[src/rtl/vga_timing_pkg.sv]
// Shared 640x480@60 VGA timing constants and raster helpers.
// Also used by the board renderer for SCREEN_WIDTH/SCREEN_HEIGHT.
package vga_timing_pkg;

  localparam int unsigned VGA_CNT_W = 10;

  localparam int unsigned VGA_CLK_DIV = 2;

  localparam int unsigned VGA_H_VISIBLE = 640;
  localparam int unsigned VGA_H_FRONT   = 16;
  localparam int unsigned VGA_H_SYNC    = 96;
  localparam int unsigned VGA_H_BACK    = 48;
  localparam int unsigned VGA_H_TOTAL   =
      VGA_H_VISIBLE + VGA_H_FRONT + VGA_H_SYNC + VGA_H_BACK;

  localparam int unsigned VGA_V_VISIBLE = 480;
  localparam int unsigned VGA_V_FRONT   = 10;
  localparam int unsigned VGA_V_SYNC    = 2;
  localparam int unsigned VGA_V_BACK    = 33;
  localparam int unsigned VGA_V_TOTAL   =
      VGA_V_VISIBLE + VGA_V_FRONT + VGA_V_SYNC + VGA_V_BACK;

  localparam logic VGA_HSYNC_POL = 1'b0;
  localparam logic VGA_VSYNC_POL = 1'b0;

  localparam int unsigned SCREEN_WIDTH  = VGA_H_VISIBLE;
  localparam int unsigned SCREEN_HEIGHT = VGA_V_VISIBLE;

  typedef logic [VGA_CNT_W-1:0] vga_cnt_t;

  typedef struct packed {
    logic blank;
    logic hsync;
    logic vsync;
  } vga_ctrl_t;

  // Inclusive window test on a raster counter.
  function automatic logic in_window(vga_cnt_t cnt, vga_cnt_t first, vga_cnt_t last);
    return (cnt >= first) && (cnt <= last);
  endfunction

endpackage

[src/rtl/vga_pix_tick.sv]
// Pixel-rate enable: divides clk by CLK_DIV and pulses tick_o once per period.
module vga_pix_tick
  import vga_timing_pkg::*;
#(
  parameter int unsigned CLK_DIV = VGA_CLK_DIV
) (
  input  logic clk,
  input  logic reset,
  output logic tick_o
);

  localparam int unsigned DivW = (CLK_DIV > 1) ? $clog2(CLK_DIV) : 1;
  localparam logic [DivW-1:0] DivMax = DivW'(CLK_DIV - 1);
  localparam logic [DivW-1:0] DivOne = DivW'(1);

  logic [DivW-1:0] div_cnt_q, div_cnt_d;

  // With CLK_DIV == 1 the counter is stuck at 0 and tick_o is always high.
  always_comb begin
    div_cnt_d = div_cnt_q + DivOne;
    if (div_cnt_q == DivMax) begin
      div_cnt_d = '0;
    end
  end

  always_ff @(posedge clk) begin
    if (reset) begin
      div_cnt_q <= '0;
    end else begin
      div_cnt_q <= div_cnt_d;
    end
  end

  assign tick_o = (div_cnt_q == DivMax);

endmodule

[src/rtl/vga_timing_gen.sv]
// VGA raster timing: counters, blank and syncs, all registered from the same next state.
// Optional VGA_TIMING_FRAME_CNT_EN adds an 8-bit wrapping frame counter output.
module vga_timing_gen
  import vga_timing_pkg::*;
#(
  parameter int unsigned CLK_DIV   = VGA_CLK_DIV,
  parameter int unsigned H_VISIBLE = VGA_H_VISIBLE,
  parameter int unsigned H_FRONT   = VGA_H_FRONT,
  parameter int unsigned H_SYNC    = VGA_H_SYNC,
  parameter int unsigned H_BACK    = VGA_H_BACK,
  parameter int unsigned V_VISIBLE = VGA_V_VISIBLE,
  parameter int unsigned V_FRONT   = VGA_V_FRONT,
  parameter int unsigned V_SYNC    = VGA_V_SYNC,
  parameter int unsigned V_BACK    = VGA_V_BACK,
  parameter logic        HSYNC_POL = VGA_HSYNC_POL,
  parameter logic        VSYNC_POL = VGA_VSYNC_POL
) (
  input  logic                 clk,
  input  logic                 reset,
  output logic [VGA_CNT_W-1:0] hcount_o,
  output logic [VGA_CNT_W-1:0] vcount_o,
  output logic                 blank_o,
  output logic                 hsync_o,
  output logic                 vsync_o,
  output logic                 pix_en_o,
  output logic                 frame_start_o
`ifdef VGA_TIMING_FRAME_CNT_EN
  ,
  output logic [7:0]           frame_cnt_o
`endif
);

  localparam int unsigned H_TOTAL = H_VISIBLE + H_FRONT + H_SYNC + H_BACK;
  localparam int unsigned V_TOTAL = V_VISIBLE + V_FRONT + V_SYNC + V_BACK;

  localparam vga_cnt_t CntOne     = vga_cnt_t'(1);
  localparam vga_cnt_t HLast      = vga_cnt_t'(H_TOTAL - 1);
  localparam vga_cnt_t VLast      = vga_cnt_t'(V_TOTAL - 1);
  localparam vga_cnt_t HVis       = vga_cnt_t'(H_VISIBLE);
  localparam vga_cnt_t VVis       = vga_cnt_t'(V_VISIBLE);
  localparam vga_cnt_t HSyncFirst = vga_cnt_t'(H_VISIBLE + H_FRONT);
  localparam vga_cnt_t HSyncLast  = vga_cnt_t'(H_VISIBLE + H_FRONT + H_SYNC - 1);
  localparam vga_cnt_t VSyncFirst = vga_cnt_t'(V_VISIBLE + V_FRONT);
  localparam vga_cnt_t VSyncLast  = vga_cnt_t'(V_VISIBLE + V_FRONT + V_SYNC - 1);

  localparam vga_ctrl_t CtrlReset = '{blank: 1'b0, hsync: ~HSYNC_POL, vsync: ~VSYNC_POL};

  logic      tick;
  vga_cnt_t  hcount_q, hcount_d;
  vga_cnt_t  vcount_q, vcount_d;
  vga_ctrl_t ctrl_q, ctrl_d;
  logic      pix_en_q;
  logic      frame_start_q, frame_start_d;

  vga_pix_tick #(
    .CLK_DIV (CLK_DIV)
  ) u_pix_tick (
    .clk    (clk),
    .reset  (reset),
    .tick_o (tick)
  );

  always_comb begin
    hcount_d = hcount_q;
    vcount_d = vcount_q;
    if (tick) begin
      if (hcount_q == HLast) begin
        hcount_d = '0;
        vcount_d = (vcount_q == VLast) ? '0 : vcount_q + CntOne;
      end else begin
        hcount_d = hcount_q + CntOne;
      end
    end
  end

  // Decode from the next counter values so the registered flags line up with the counters.
  always_comb begin
    ctrl_d.blank  = (hcount_d >= HVis) || (vcount_d >= VVis);
    ctrl_d.hsync  = in_window(hcount_d, HSyncFirst, HSyncLast) ? HSYNC_POL : ~HSYNC_POL;
    ctrl_d.vsync  = in_window(vcount_d, VSyncFirst, VSyncLast) ? VSYNC_POL : ~VSYNC_POL;
    frame_start_d = tick && (hcount_d == '0) && (vcount_d == '0);
  end

  always_ff @(posedge clk) begin
    if (reset) begin
      hcount_q      <= '0;
      vcount_q      <= '0;
      ctrl_q        <= CtrlReset;
      pix_en_q      <= 1'b0;
      frame_start_q <= 1'b0;
    end else begin
      hcount_q      <= hcount_d;
      vcount_q      <= vcount_d;
      ctrl_q        <= ctrl_d;
      pix_en_q      <= tick;
      frame_start_q <= frame_start_d;
    end
  end

  assign hcount_o      = hcount_q;
  assign vcount_o      = vcount_q;
  assign blank_o       = ctrl_q.blank;
  assign hsync_o       = ctrl_q.hsync;
  assign vsync_o       = ctrl_q.vsync;
  assign pix_en_o      = pix_en_q;
  assign frame_start_o = frame_start_q;

`ifdef VGA_TIMING_FRAME_CNT_EN
  logic [7:0] frame_cnt_q, frame_cnt_d;

  // Reads N during the N-th frame_start pulse, then advances.
  always_comb begin
    frame_cnt_d = frame_cnt_q;
    if (frame_start_q) begin
      frame_cnt_d = frame_cnt_q + 8'd1;
    end
  end

  always_ff @(posedge clk) begin
    if (reset) begin
      frame_cnt_q <= 8'd0;
    end else begin
      frame_cnt_q <= frame_cnt_d;
    end
  end

  assign frame_cnt_o = frame_cnt_q;
`endif

endmodule

[config.mk]
export PLATFORM = sky130hd
export DESIGN_NAME = vga_timing_gen
export DESIGN_NICKNAME = d
export VERILOG_FILES = /design/src/rtl/vga_timing_pkg.sv /design/src/rtl/vga_pix_tick.sv /design/src/rtl/vga_timing_gen.sv
export SDC_FILE = /design/constraint.sdc
export NUM_CORES = 1
export LEC_CHECK = 0
export CORE_AREA = 2 2 61 63
export CTS_CLUSTER_DIAMETER = 30
export CTS_CLUSTER_SIZE = 30
export DETAILED_ROUTE_END_ITERATION = 10
export DIE_AREA = 0 0 63 65
export PLACE_DENSITY = 0.7
export SLEW_MARGIN = 0
export SYNTH_ARGS = -nofsm -noshare
export SYNTH_HDL_FRONTEND = slang
export SYNTH_SLANG_ARGS = --single-unit
export TNS_END_PERCENT = 1
[constraint.sdc]
create_clock -name clk -period 2.75 [get_ports clk]
set_input_delay 0.825 -clock clk [delete_from_list [all_inputs] [get_ports clk]]
set_output_delay 0.825 -clock clk [all_outputs]
set_load 0.005 [all_outputs]
# --- Word level (Yosys, flattened, before mapping) ---
# Index checks and enable logic that the tools add are counted.
word_totals:
  reg_bits: 26
  wordCells: 34
  inputBits: 2
  out_inout_bits: 25
classes:
  eq_ne: 2
  n_mux: 7
  n_addsub: 3
  magnitude_cmp: 6
  reduce_logical: 8
ops:
  columns: ["op", "n"]
  rows:
  - ["$mux 10", 5]
  - ["$add 10x1->10 const B", 2]
  - ["$eq 10x10->1 const B", 2]
  - ["$ge 10x10->1 const B", 2]
  - ["$ge 10x9->1 const B", 2]
  - ["$logic_not 10->1", 2]
  - ["$le 10x10->1 const B", 1]
  - ["$le 10x9->1 const B", 1]
  - ["$logic_and 1x1->1", 4]
  - ["$mux 1", 2]
  - ["$reduce_or 2->1", 1]
  - ["$add 1x1->1 const B", 1]
  - ["$logic_or 1x1->1", 1]

# --- Longest topological paths before layout ---
depth:
  depth_word: 7
  depth_mapped: 8
  depth_no_buf: 8

# --- Hierarchy ---
# Synthesis repeated with hierarchy kept, for this count alone.
unflattened:
  cells_unflattened: 208
  hier_area_um2: 1616.6
modules_own_cells:
  columns: ["module", "n_inst", "seq_area_each_um2", "area_per_inst_um2", "cells_per_inst"]
  rows:
  - ["vga_timing_gen", 1, 500.5, 1592.8, 206]
  - ["vga_pix_tick", 1, 20.0, 23.8, 2]

# --- Worst setup path before layout ---
# No wires, ideal clock.
synth_timing:
  kind: "register to register"
  from: "register hcount_q[0], in the netlist hcount_o[0]"
  to: "register ctrl_q (netlist bit vsync_o)"
  arrival_ps: 2804
  required_time_ps: 2616
  stages_incl_launch_ff: 9
  path_buffers: 1
  setup_ps: 134
  setup_slack_ps: -188
  path_cell_list: "dfxtp_1 -> ha_1 -> nand2_1 -> or4_4 -> buf_6 -> nor2_1 -> a21boi_1 -> or4_1 -> or4b_1"
synth_between:
  elab_chain_len: 6
synth_rtl:
  columns: ["element", "line_no", "text"]
  rows:
  - ["from (decl)", "vga_timing_gen.sv:49", "vga_cnt_t hcount_q, hcount_d;"]
  - ["from (signal assigned)", "vga_timing_gen.sv:92", "hcount_q <= hcount_d;"]
  - ["$eq 10x10->1 *", "vga_timing_gen.sv:67", "if (hcount_q == HLast) begin"]
  - ["$mux 10 *", "vga_timing_gen.sv:67", null]
  - ["$mux 10 *", "vga_timing_gen.sv:66", "if (tick) begin"]
  - ["$ge 10x9->1 / $le 10x9->1 (equally long branches)", "vga_timing_pkg.sv:39", "return (cnt >= first) && (cnt <= last);"]
  - ["$logic_and 1x1->1 *", "vga_timing_pkg.sv:39", null]
  - ["$mux 1 *", "vga_timing_gen.sv:80", "ctrl_d.vsync = in_window(vcount_d, VSyncFirst, VSyncLast) ? VSYNC_POL : ~VSYNC_POL;"]
  - ["to (signal assigned)", "vga_timing_gen.sv:88", "ctrl_q <= CtrlReset;"]
  - ["to (signal assigned)", "vga_timing_gen.sv:94", "ctrl_q <= ctrl_d;"]
  - ["to (decl)", "vga_timing_gen.sv:51", "vga_ctrl_t ctrl_q, ctrl_d;"]
# Mark *: on every way between the ends. The rest lies on a longest branch, timed or not.
# A chain may end at the register's enable or synchronous reset.

# --- Worst setup path after layout ---
layout_timing:
  from: "register hcount_q[5], in the netlist hcount_o[5]"
  to: "register ctrl_q (netlist bit vsync_o)"
# The elaborated chain is that of the path after synthesis.

==> flow_metrics.tcl <==
set metrics [dict create \
    hold_path.class "reg -> reg" \
    final_max_slew_viol_count 0 \
    routedWlPerCell_um 13.99 \
    grt_overflow_total 0 \
    end_kind "flop" \
    grt_pass1_vias 1391 \
    clockBufferDepth 2 \
    avgSynthCellArea_um2 8.082 \
    drt_iter0_drc 93 \
    setup_viol_count_final 0 \
    first_pass_iters 4 \
    core_um2 3496 \
    final_cell_area_um2 1998 \
    synth_top_family_by_area "simple AND/OR/NAND/NOR gates" \
    timing.final.ws_setup_ns 0.02878 \
    dp_hpwl_mm 2.842 \
    synth_fp_nets 188 \
    path_class "reg -> reg" \
    synth_xor_area_share_pct 7.107 \
    p_int_w 0.0004910 \
    ys_types 46 \
    pre_cts_ws_ns -0.03384 \
    via_per_inst 5.429 \
    synth.area.top_cells "dfxtp_1 35%, nor2_1 6.6%, xnor2_1 4.7%" \
    worst_pin_slew_ns 0.3600 \
    io_pins 27 \
    min_period_ns 2.721 \
    p_switching_w 0.0001471 \
    synth_ff_type "dfxtp_1" \
    drc_errors 0 \
    combPwrFrac_pct 8.6 \
    hold_ws_ns 0.5726 \
    maxSlewHeadroom_pct 75.67 \
    status "finished, final reports clean" \
    synth_common_cells "26 x dfxtp_1, 26 x nor2_1, 12 x o21ai_0" \
    stdcell_count 275 \
    final_core_util_pct 57.16 \
    power.density_nw_per_um2 319.3 \
    muxShareOfSynthArea_pct 2.030 \
    grt_pass1_wl_mm 6.382 \
    ys_seq_elements 26 \
    required_ns 2.96 \
    ir_drop_v 0.0001441 \
    antenna_found_initial 0 \
    rsz0062_at_grt "false" \
    gp_congestion 0.8242 \
    clock_latency_ns 0.32 \
    io_buffers 26 \
    synth_simple_gate_area_share_pct 32.40 \
    wl_mm 3.847 \
    hold_buffers 0 \
    cts_sinks 26 \
    track_usage_pct 19.45 \
    place_area_um2 1944 \
    synth_compound_area_share_pct 16.16 \
    synth_edf_count 0 \
    cts_tree "done" \
    drive_gt1_share_pct 18.94 \
    clk_pin_slew_ns 0.15 \
    fin_nets 233 \
    clkPwrFrac_pct 30.9 \
    synthArstFlopShare_pct 0 \
    diodes 0 \
    period_share_pct 98.95 \
    fp.dieW_um 63 \
    seq_power_share_pct 60.5 \
    maxCapViolations 0 \
    worstSetupStartpointType "flop" \
    syn_to_final_growth_pct 35.11 \
    hold_violations 0 \
    grt_max_degree 23 \
    syn_area_um2 1479 \
    swShare_pct 23.05 \
    synthCells 183 \
    p_leak_nw 0.7114 \
    drtAntennaViolNets 0 \
    arrival_ns 2.93 \
    cts_root_buffer "clkbuf_4" \
    die_h_um 65 \
    cp_max_fo 6 \
    num_rows 22 \
    timing.fmax_mhz 367.5 \
    synth_warnings 0 \
    dieArea_um2 4095 \
    dp_cells 270 \
    vias 1493 \
    synth_adder_area_share_pct 2.538 \
    synth.largest_area_cell "dfxtp_1" \
    synth_top_area_share_pct 35.19 \
    cts_htree_levels 1 \
    yosysSeqAreaShare_pct 35.19 \
    skew_ns 0.006732 \
    initial_core_util_pct 42.30 \
    numCtsBuffers 3 \
]
-- worst paths after layout --
kind	cells past startpoint	slack [ns]	endpoint	from
setup / recovery	6	0.03	vsync_o	hcount_o[5]
hold / removal	2	0.57	vcount_o[4]	vcount_o[4]
setup reg to reg	6	0.03	vsync_o	hcount_o[5]
hold reg to reg	2	0.57	vcount_o[4]	vcount_o[4]
-- critical path, stage by stage (launching register included) --
cell	delay (ns)
dfxtp_1	0.36
or3_4	0.42
or4_4	0.51
nor3_4	0.15
xnor2_1	0.10
or4_4	0.55
or4b_1	0.52
-- final cells by class --
cell class,instances,area (um2)
clock buffers,4,36.28
repair buffers,49,432.9
multi-input cells,143,927.1
inverters,5,18.77
well taps,48,60.06
flip-flops and latches,26,523.0
fillers,321,1498
-- cells in the final DEF, fill, tap and decap left out, types with 2 or more instances in the layout --
cell type,count
a21oi_1,7
a22oi_1,2
a31oi_1,4
and3_1,2
buf_4,23
clkbuf_4,3
clkdlybuf4s50_1,26
dfxtp_1,24
dfxtp_2,2
ha_1,2
inv_1,5
mux2i_1,3
nand2_1,10
nand3_1,8
nand4_1,6
nor2_1,25
nor2b_1,4
nor3_1,10
nor3_4,2
nor4_1,2
o21ai_0,12
o22ai_1,2
o31a_1,2
o31ai_1,2
or3_1,3
or4_4,2
xnor2_1,8
xor2_1,4
-- stage by stage --
stage	setup TNS [ns]	total power, W
2_1_floorplan	0	0.0004243
3_3_place_gp	0	0.0004479
3_5_place_dp	-0.03384	0.0004485
4_1_cts	0	0.0006403
5_1_grt	0	0.0006636
6_report	0	0.0006381
-- power by group through the flow --
| stage | Combinational, W | Sequential, W | Clock, W |
|---|---|---|---|
| after floorplan | 0.0000263 | 0.000398 | 0 |
| after global placement | 0.0000540 | 0.000394 | 0 |
| after detailed placement | 0.0000544 | 0.000394 | 0 |
| after CTS | 0.0000547 | 0.000386 | 0.000200 |
| after global routing | 0.0000600 | 0.000386 | 0.000217 |
| final | 0.0000549 | 0.000386 | 0.000197 |
-- timing repair --
| action | 4_1_cts | 5_1_grt |
|---|---|---|
| buffers inserted | 1 | 0 |
| pin swaps | 1 | 0 |
| setup endpoints to repair | 1 | 1 |
| gates resized for setup | 0 | 2 |
-- registers in the layout (all words and copies together) (netlist names) --
register	cells
hcount_o	10
vcount_o	10
blank_o	1
frame_start_o	1
hsync_o	1
pix_en_o	1
u_pix_tick.tick_o	1
vsync_o	1
-- logic make-up after synthesis --
kind of cell,Yosys count
compound gates,38
xor+xnor,12
fa+ha+maj,3
buf+inv,14
flops,26
mux,3
simple gates,87
-- layer usage --
metal  GRT usage [%]  vias to the layer above  wire, um
li1                -                      751         -
met1           27.94                      695      1878
met2           30.45                       45      1762
met3           2.257                        2       189
met4           5.833                        0        17
met5               0                        -         0
No activity file was read; power rests on OpenSTA's default activity.
